$ cat config.mk
export PLATFORM = sky130hd
export DESIGN_NAME = ncl_quad_bridge
export DESIGN_NICKNAME = d
export VERILOG_FILES = /design/src/rtl/ncl_quad_bridge.sv
export SDC_FILE = /design/constraint.sdc
export NUM_CORES = 1
export LEC_CHECK = 0
export ABC_AREA = 1
export CORE_ASPECT_RATIO = 0.7
export CORE_MARGIN = 10
export CORE_UTILIZATION = 34
export DETAILED_ROUTE_END_ITERATION = 10
export PLACE_DENSITY = 0.55
export SLEW_MARGIN = 20
export SYNTH_ARGS = -nofsm -noshare
export SYNTH_HDL_FRONTEND = slang
export SYNTH_SLANG_ARGS = --single-unit
$ cat constraint.sdc
create_clock -name clk -period 3.4 [get_ports clk]
set_clock_uncertainty 0.15 [all_clocks]
set_input_delay 0.34 -clock clk [delete_from_list [all_inputs] [get_ports clk]]
set_output_delay 0.34 -clock clk [all_outputs]
set_load 0.1 [all_outputs]
$ cat src/rtl/ncl_quad_bridge.sv
// ncl_quad_bridge: clocked bridge from binary operands to a 1-of-4 NCL adder and back.
// Optional watchdog compiled in with `define NCL_BRIDGE_TIMEOUT_EN.
module ncl_quad_bridge #(
  parameter int DIGITS         = 16,
  parameter int STABLE         = 2,
  parameter int TIMEOUT_CYCLES = 1024
) (
  input  logic                  clk,
  input  logic                  init_n,
  input  logic                  in_valid,
  output logic                  in_ready,
  input  logic [2*DIGITS-1:0]   in_a,
  input  logic [2*DIGITS-1:0]   in_b,
  input  logic                  in_cin,
  output logic [4*DIGITS-1:0]   a_rail,
  output logic [4*DIGITS-1:0]   b_rail,
  output logic [1:0]            cin_rail,
  input  logic [4*DIGITS-1:0]   sum_rail,
  input  logic [1:0]            cout_rail,
  output logic                  out_valid,
  input  logic                  out_ready,
  output logic [2*DIGITS-1:0]   out_sum,
  output logic                  out_cout,
  output logic                  out_err,
  output logic                  timeout
);
  localparam int W = 4*DIGITS+2;
  localparam logic [1:0] S_IDLE = 2'd0, S_DATA = 2'd1, S_HOLD = 2'd2, S_NULL = 2'd3;
  logic [1:0]          r_state, w_next;
  logic                r_rdy;
  logic [2*DIGITS-1:0] r_a, r_b, w_dec;
  logic                r_cin;
  logic [W-1:0]        r_s1, r_s2, r_prev;
  logic [3:0]          r_cnt, w_run;
  logic [4*DIGITS-1:0] w_ea, w_eb;
  logic                w_drive, w_complete, w_multi, w_zero, w_good, w_done, w_wd_fire;

  assign w_drive  = (r_state == S_DATA) || (r_state == S_HOLD);
  assign a_rail   = w_drive ? w_ea : '0;
  assign b_rail   = w_drive ? w_eb : '0;
  assign cin_rail = w_drive ? (r_cin ? 2'b10 : 2'b01) : 2'b00;
  assign in_ready = r_rdy && (r_state == S_IDLE);

  // one-hot encode each registered operand digit onto its four rails
  always_comb begin
    w_ea = '0;
    w_eb = '0;
    for (int i = 0; i < DIGITS; i++) begin
      w_ea[4*i+:4] = 4'b0001 << r_a[2*i+:2];
      w_eb[4*i+:4] = 4'b0001 << r_b[2*i+:2];
    end
  end

  // decode the synchronized sum: lowest high rail wins, multiple high rails flag an error
  always_comb begin
    w_dec      = '0;
    w_complete = |r_s2[W-1-:2];
    w_multi    = &r_s2[W-1-:2];
    for (int i = 0; i < DIGITS; i++) begin
      w_dec[2*i+:2] = r_s2[4*i] ? 2'd0 : r_s2[4*i+1] ? 2'd1 : r_s2[4*i+2] ? 2'd2 : 2'd3;
      w_complete    = w_complete & (|r_s2[4*i+:4]);
      w_multi       = w_multi | ((r_s2[4*i+:4] & (r_s2[4*i+:4] - 4'd1)) != 4'd0);
    end
  end

  assign w_zero = (r_s2 == '0);
  assign w_good = (r_state == S_DATA) ? w_complete : (r_state == S_NULL) && w_zero;
  assign w_run  = !w_good ? 4'd0 : ((r_s2 == r_prev) && (r_cnt != 4'd0)) ? r_cnt + 4'd1 : 4'd1;
  assign w_done = w_run >= 4'(STABLE);

  // next state; a watchdog expiry overrides every other transition
  always_comb begin
    w_next = w_wd_fire ? S_IDLE :
             (r_state == S_IDLE) ? ((in_valid && in_ready) ? S_DATA : S_IDLE) :
             (r_state == S_DATA) ? (w_done ? S_HOLD : S_DATA) :
             (r_state == S_HOLD) ? ((out_valid && out_ready) ? S_NULL : S_HOLD) :
             (w_done ? S_IDLE : S_NULL);
  end

`ifdef NCL_BRIDGE_TIMEOUT_EN
  logic [31:0] r_wd;
  logic        r_to;
  assign w_wd_fire = ((r_state == S_DATA) || (r_state == S_NULL)) && (r_wd == 32'(TIMEOUT_CYCLES - 1));
  assign timeout   = r_to;
  // watchdog counts time spent waiting on the adder, restarting at every state change
  always_ff @(posedge clk or negedge init_n) begin
    if (!init_n) begin
      r_wd <= '0;
      r_to <= 1'b0;
    end else begin
      r_wd <= ((w_next != r_state) || !((r_state == S_DATA) || (r_state == S_NULL))) ? '0 : r_wd + 32'd1;
      r_to <= r_to | w_wd_fire;
    end
  end
`else
  assign w_wd_fire = 1'b0;
  assign timeout   = 1'b0 && (TIMEOUT_CYCLES > 0);
`endif

  // handshake, synchronizer, stability counter and result capture
  always_ff @(posedge clk or negedge init_n) begin
    if (!init_n) begin
      r_state   <= S_IDLE;
      r_rdy     <= 1'b0;
      r_a       <= '0;
      r_b       <= '0;
      r_cin     <= 1'b0;
      r_s1      <= '0;
      r_s2      <= '0;
      r_prev    <= '0;
      r_cnt     <= '0;
      out_valid <= 1'b0;
      out_sum   <= '0;
      out_cout  <= 1'b0;
      out_err   <= 1'b0;
    end else begin
      r_rdy   <= 1'b1;
      r_s1    <= {cout_rail, sum_rail};
      r_s2    <= r_s1;
      r_prev  <= r_s2;
      r_state <= w_next;
      r_cnt   <= (w_next != r_state) ? 4'd0 : w_run;
      if (in_valid && in_ready) begin
        r_a   <= in_a;
        r_b   <= in_b;
        r_cin <= in_cin;
      end
      if ((r_state == S_DATA) && (w_next == S_HOLD)) begin
        out_sum   <= w_dec;
        out_cout  <= !r_s2[W-2];
        out_err   <= w_multi;
        out_valid <= 1'b1;
      end else if (out_valid && out_ready) begin
        out_valid <= 1'b0;
      end
    end
  end
endmodule
==> metrics.log <==
[metrics] result of the run: finished clean
[metrics] unrepaired setup endpoints after global routing: no
[metrics] number of cells on the worst reg-to-reg path: 13
[metrics] simple-gate area share of the yosys netlist: 20.1%
[metrics] number of standard-cell rows in the floorplan: 56
[metrics] Num CTS Buffers: 30
[metrics] die outline area: 0.0426 sq mm
[metrics] final period utilization: 94.0%
[metrics] maximum vdd drop: 0.572 mV
[metrics] vias in the first global route: 9087
[metrics] number of nets in the layout: 1648
[metrics] pre-CTS worst setup slack: 0.566 ns
[metrics] worst-case setup margin in the final layout: 0.205 ns
[metrics] number of antenna violations at the first check in global routing: 0
[metrics] DR DRC count: 0
[metrics] Initial Util: 34.8%
[metrics] total of max-cap violations: 0
[metrics] post-synth top area share: 64.9%
[metrics] clk root buf: sky130_fd_sc_hd__clkbuf_16
[metrics] fraction of layout instances using a drive strength above 1: 16.0%
[metrics] Max Clock Freq: 313 MHz
[metrics] clock latency on the worst-skew pair: 0.57 ns
[metrics] worst hold-check slack: 0.0544 ns
[metrics] Post-Syn Area per Cell: 9.86 sq um
[metrics] post-synthesis sequential area ratio: 64.9%
[metrics] Gates resized, CTS repair: 0
[metrics] total power after layout: 16.2 mW
[metrics] clock sink count: 305
[metrics] data required time at the worst endpoint: 2.91 ns
[metrics] library cell contributing the largest single delay on the critical path: sky130_fd_sc_hd__inv_4
[metrics] count of different cell masters after synthesis: 35
[metrics] type of destination of the critical path: output port
[metrics] biggest fanout along the worst timing path: 78
[metrics] fraction of the mapped netlist area in compound gates: 4.70%
[metrics] worst hold path class: in -> reg
[metrics] total vias in the final route: 8983
[metrics] Layout Cell Area excl Fill: 0.0161 sq mm
[metrics] mean number of vias per cell: 4.52
[metrics] synthesized net count: 1334
[metrics] cell count after placement: 1938
[metrics] power density of the placed cells: 1000 mW/mm^2
[metrics] Starting DRT DRC Count: 568
[metrics] Synth Area in XOR/XNOR: 3.57%
[metrics] Fin. Hold Viols: 0
[metrics] Max Buffers Root-to-Sink: 3
[metrics] number of primary I/O pins: 302
[metrics] dpl cell area: 0.0151 sq mm
[metrics] min cycle time layout: 3.20 ns
[metrics] maximum number of pins on one net before global-route repair: 130
[metrics] longest individual stage delay on the worst path: 0.61 ns
[metrics] adder and majority gate portion of the synthesized area: 0.638%
[metrics] average routed wire per standard cell: 18.7 um
[metrics] drt first pass iters: 5
[metrics] diodes inserted: 0
[metrics] Clock Pin Slew Worst Setup and Hold Paths: 0.06 ns
[metrics] Detail Placement HPWL: 28600 um
[metrics] Die Height: 176 um
[metrics] global-route usage over all layers: 17.0%
[metrics] Chip Width: 242 um
[metrics] final total negative setup slack: 0 ns
[metrics] Cell Count, Final, Fillers Out: 1988
[metrics] total overflow reported by the global router: 0
[metrics] routability congestion estimate from global placement: 0.898
[metrics] Max Slew Vio Count: 0
[metrics] number of levels in the clock H-tree: 1
[metrics] first-pass GRT wire length: 56300 um
[metrics] main combinational cell family by area after synthesis: simple AND/OR/NAND/NOR gates
[metrics] Rel. slew slack: 33.4%
[metrics] total wire length after detailed routing: 37200 um
[metrics] area inside the core boundary: 0.0338 sq mm
[metrics] final cell utilization of the core: 47.7%
[metrics] synthesis-stage register bit count: 305
[metrics] arrival time reported for the critical path endpoint: 2.71 ns
[metrics] Area growth syn-to-layout: 37.0%
[metrics] share of cell area taken by muxes after synthesis: 0%
[metrics] worst-margin pin slew: 0.996 ns
[metrics] leakage power figure: 7.58 nW
[metrics] crit-path cells: inv_1 > ha_1 > inv_4 > buf_4 > nor3_1 > buf_4
[metrics] # setup viols final: 0
[metrics] Startpoint Class: register
[metrics] post-route antenna net violation count: 0
[metrics] number of post-CTS setup repair buffers: 0
[metrics] cell count after synthesis: 1193
[metrics] TritonCTS clock tree: yes
[metrics] Mapped Area: 0.0118 sq mm
[metrics] cell depth of the worst min-delay path: 1
[metrics] Synth area leaders: sky130_fd_sc_hd__dfrtp_1, sky130_fd_sc_hd__nand2_1, sky130_fd_sc_hd__nor3_1, sky130_fd_sc_hd__inv_1, sky130_fd_sc_hd__o21ai_0
[metrics] number of hold buffers added after CTS: 1
[metrics] cell accounting for the most synthesized area: sky130_fd_sc_hd__dfrtp_1
[metrics] Top cell by count, worst path: sky130_fd_sc_hd__buf_4
[metrics] count of synthesis-stage warnings from yosys: 0
[metrics] type of the worst setup path: reg -> out
[metrics] quantity of I/O buffers inserted on ports: 300
==> final timing paths <==
| check | from | end | slack, ns |
|---|---|---|---|
| setup reg to reg | r_state[1] | out_sum[14] | 0.53 |
| min in group asynchronous | init_n | r_s1[20] | 0.28 |
| hold / removal | sum_rail[40] | r_s1[40] | 0.05 |
| hold reg to reg | r_s1[2] | r_s2[2] | 0.19 |
| setup / recovery | r_state[0] | b_rail[35] | 0.20 |
| max in group asynchronous | init_n | r_a[21] | 1.85 |
==> final cells by class <==
type / instances / area (sq um)
inverters: 140 / 531
well taps: 464 / 581
flip-flops and latches: 305 / 7630
clock buffers: 39 / 845
clock inverters: 10 / 141
fillers: 3220 / 17700
multi-input cells: 713 / 3540
repair buffers: 317 / 2860
==> power by group <==
| group | switching [mW] | internal [mW] |
|---|---|---|
| combinational | 6.46 | 1.55 |
| sequential | 0.564 | 4.31 |
| clock | 1.37 | 1.96 |
| total | 8.39 | 7.81 |
==> cell families after synthesis <==
family                   after synthesis
AND/OR/NAND/NOR                      554
flip-flops                           305
buffers and inverters                175
AO/OA/AOI/OAI                        103
XOR/XNOR                              48
adder cells (fa/ha/maj)                6
other                                  2
==> cell usage after synthesis <==
cell and number:
sky130_fd_sc_hd__o21ai_0 69, sky130_fd_sc_hd__nor2_8 1, sky130_fd_sc_hd__ha_1 6, sky130_fd_sc_hd__nor2_1 72, sky130_fd_sc_hd__buf_6 6, sky130_fd_sc_hd__nor2_2 3, sky130_fd_sc_hd__nand3_1 24, sky130_fd_sc_hd__nor4_1 4
sky130_fd_sc_hd__nor3_1 135, sky130_fd_sc_hd__nand3_2 1, sky130_fd_sc_hd__xor2_1 9, sky130_fd_sc_hd__o2111ai_1 3, sky130_fd_sc_hd__inv_2 6, sky130_fd_sc_hd__nand2_1 298, sky130_fd_sc_hd__and3_1 1, sky130_fd_sc_hd__buf_4 1
sky130_fd_sc_hd__a21oi_1 22, sky130_fd_sc_hd__a22o_1 2, sky130_fd_sc_hd__inv_4 1, sky130_fd_sc_hd__buf_1 2, sky130_fd_sc_hd__or2_1 1, sky130_fd_sc_hd__dfrtp_1 305, sky130_fd_sc_hd__nand3_4 1, sky130_fd_sc_hd__o21ai_2 1
sky130_fd_sc_hd__o211ai_1 2, sky130_fd_sc_hd__conb_1 2, sky130_fd_sc_hd__or2_2 1, sky130_fd_sc_hd__o221ai_1 2, sky130_fd_sc_hd__xnor2_1 39, sky130_fd_sc_hd__nand3b_1 1, sky130_fd_sc_hd__clkbuf_1 26, sky130_fd_sc_hd__inv_1 133
sky130_fd_sc_hd__nand4_1 8, sky130_fd_sc_hd__o22ai_1 2, sky130_fd_sc_hd__nand2_2 3
==> metal layers <==
metal  routed length [um]  global-route usage, %  part of all wire, %  up-vias
li1                     -                      -                    -     4411
met1                17500                   23.3                   47     4338
met2                17200                   27.1                   46      179
met3                 1560                   3.27                  4.2       55
met4                  899                   4.57                  2.4        0
met5                    0                      0                    0        -
==> sequential cells by signal, indices dropped and copies added, names as in the netlist <==
register and count:
out_valid 1, out_sum 32, r_a 32, r_state 2
r_rdy 1, r_b 32, r_s1 66, r_cnt 4
r_prev 66, out_err 1, out_cout 1, r_s2 66
r_cin 1
==> worst max-delay path, delay by kind of cell (launching register included) <==
kind                       cells  cell delay [ns]
and+or+nand+nor                1             0.08
DFF                            1             0.40
adders and majority gates      1             0.36
buffers and inverters          4             1.26
==> layout by cell type (no fill, tap or decap), types with 4 or more instances in the layout <==
cell / synthesis / layout
sky130_fd_sc_hd__a21oi_1: 22 / 22
sky130_fd_sc_hd__inv_1: 133 / 131
sky130_fd_sc_hd__buf_4: 1 / 149
sky130_fd_sc_hd__nor4_1: 4 / 4
sky130_fd_sc_hd__o21ai_0: 69 / 69
sky130_fd_sc_hd__dfrtp_1: 305 / 305
sky130_fd_sc_hd__clkbuf_16: 0 / 30
sky130_fd_sc_hd__xnor2_1: 39 / 39
sky130_fd_sc_hd__clkinv_2: 0 / 4
sky130_fd_sc_hd__nor3_2: 0 / 23
sky130_fd_sc_hd__buf_12: 0 / 5
sky130_fd_sc_hd__nor3_1: 135 / 112
sky130_fd_sc_hd__clkbuf_8: 0 / 6
sky130_fd_sc_hd__nor2_1: 72 / 72
sky130_fd_sc_hd__nand3_1: 24 / 24
sky130_fd_sc_hd__xor2_1: 9 / 9
sky130_fd_sc_hd__nand4_1: 8 / 8
sky130_fd_sc_hd__clkdlybuf4s50_1: 0 / 161
sky130_fd_sc_hd__ha_1: 6 / 6
sky130_fd_sc_hd__inv_2: 6 / 7
sky130_fd_sc_hd__nand2_1: 298 / 298
(Power assumes the default switching activity.)
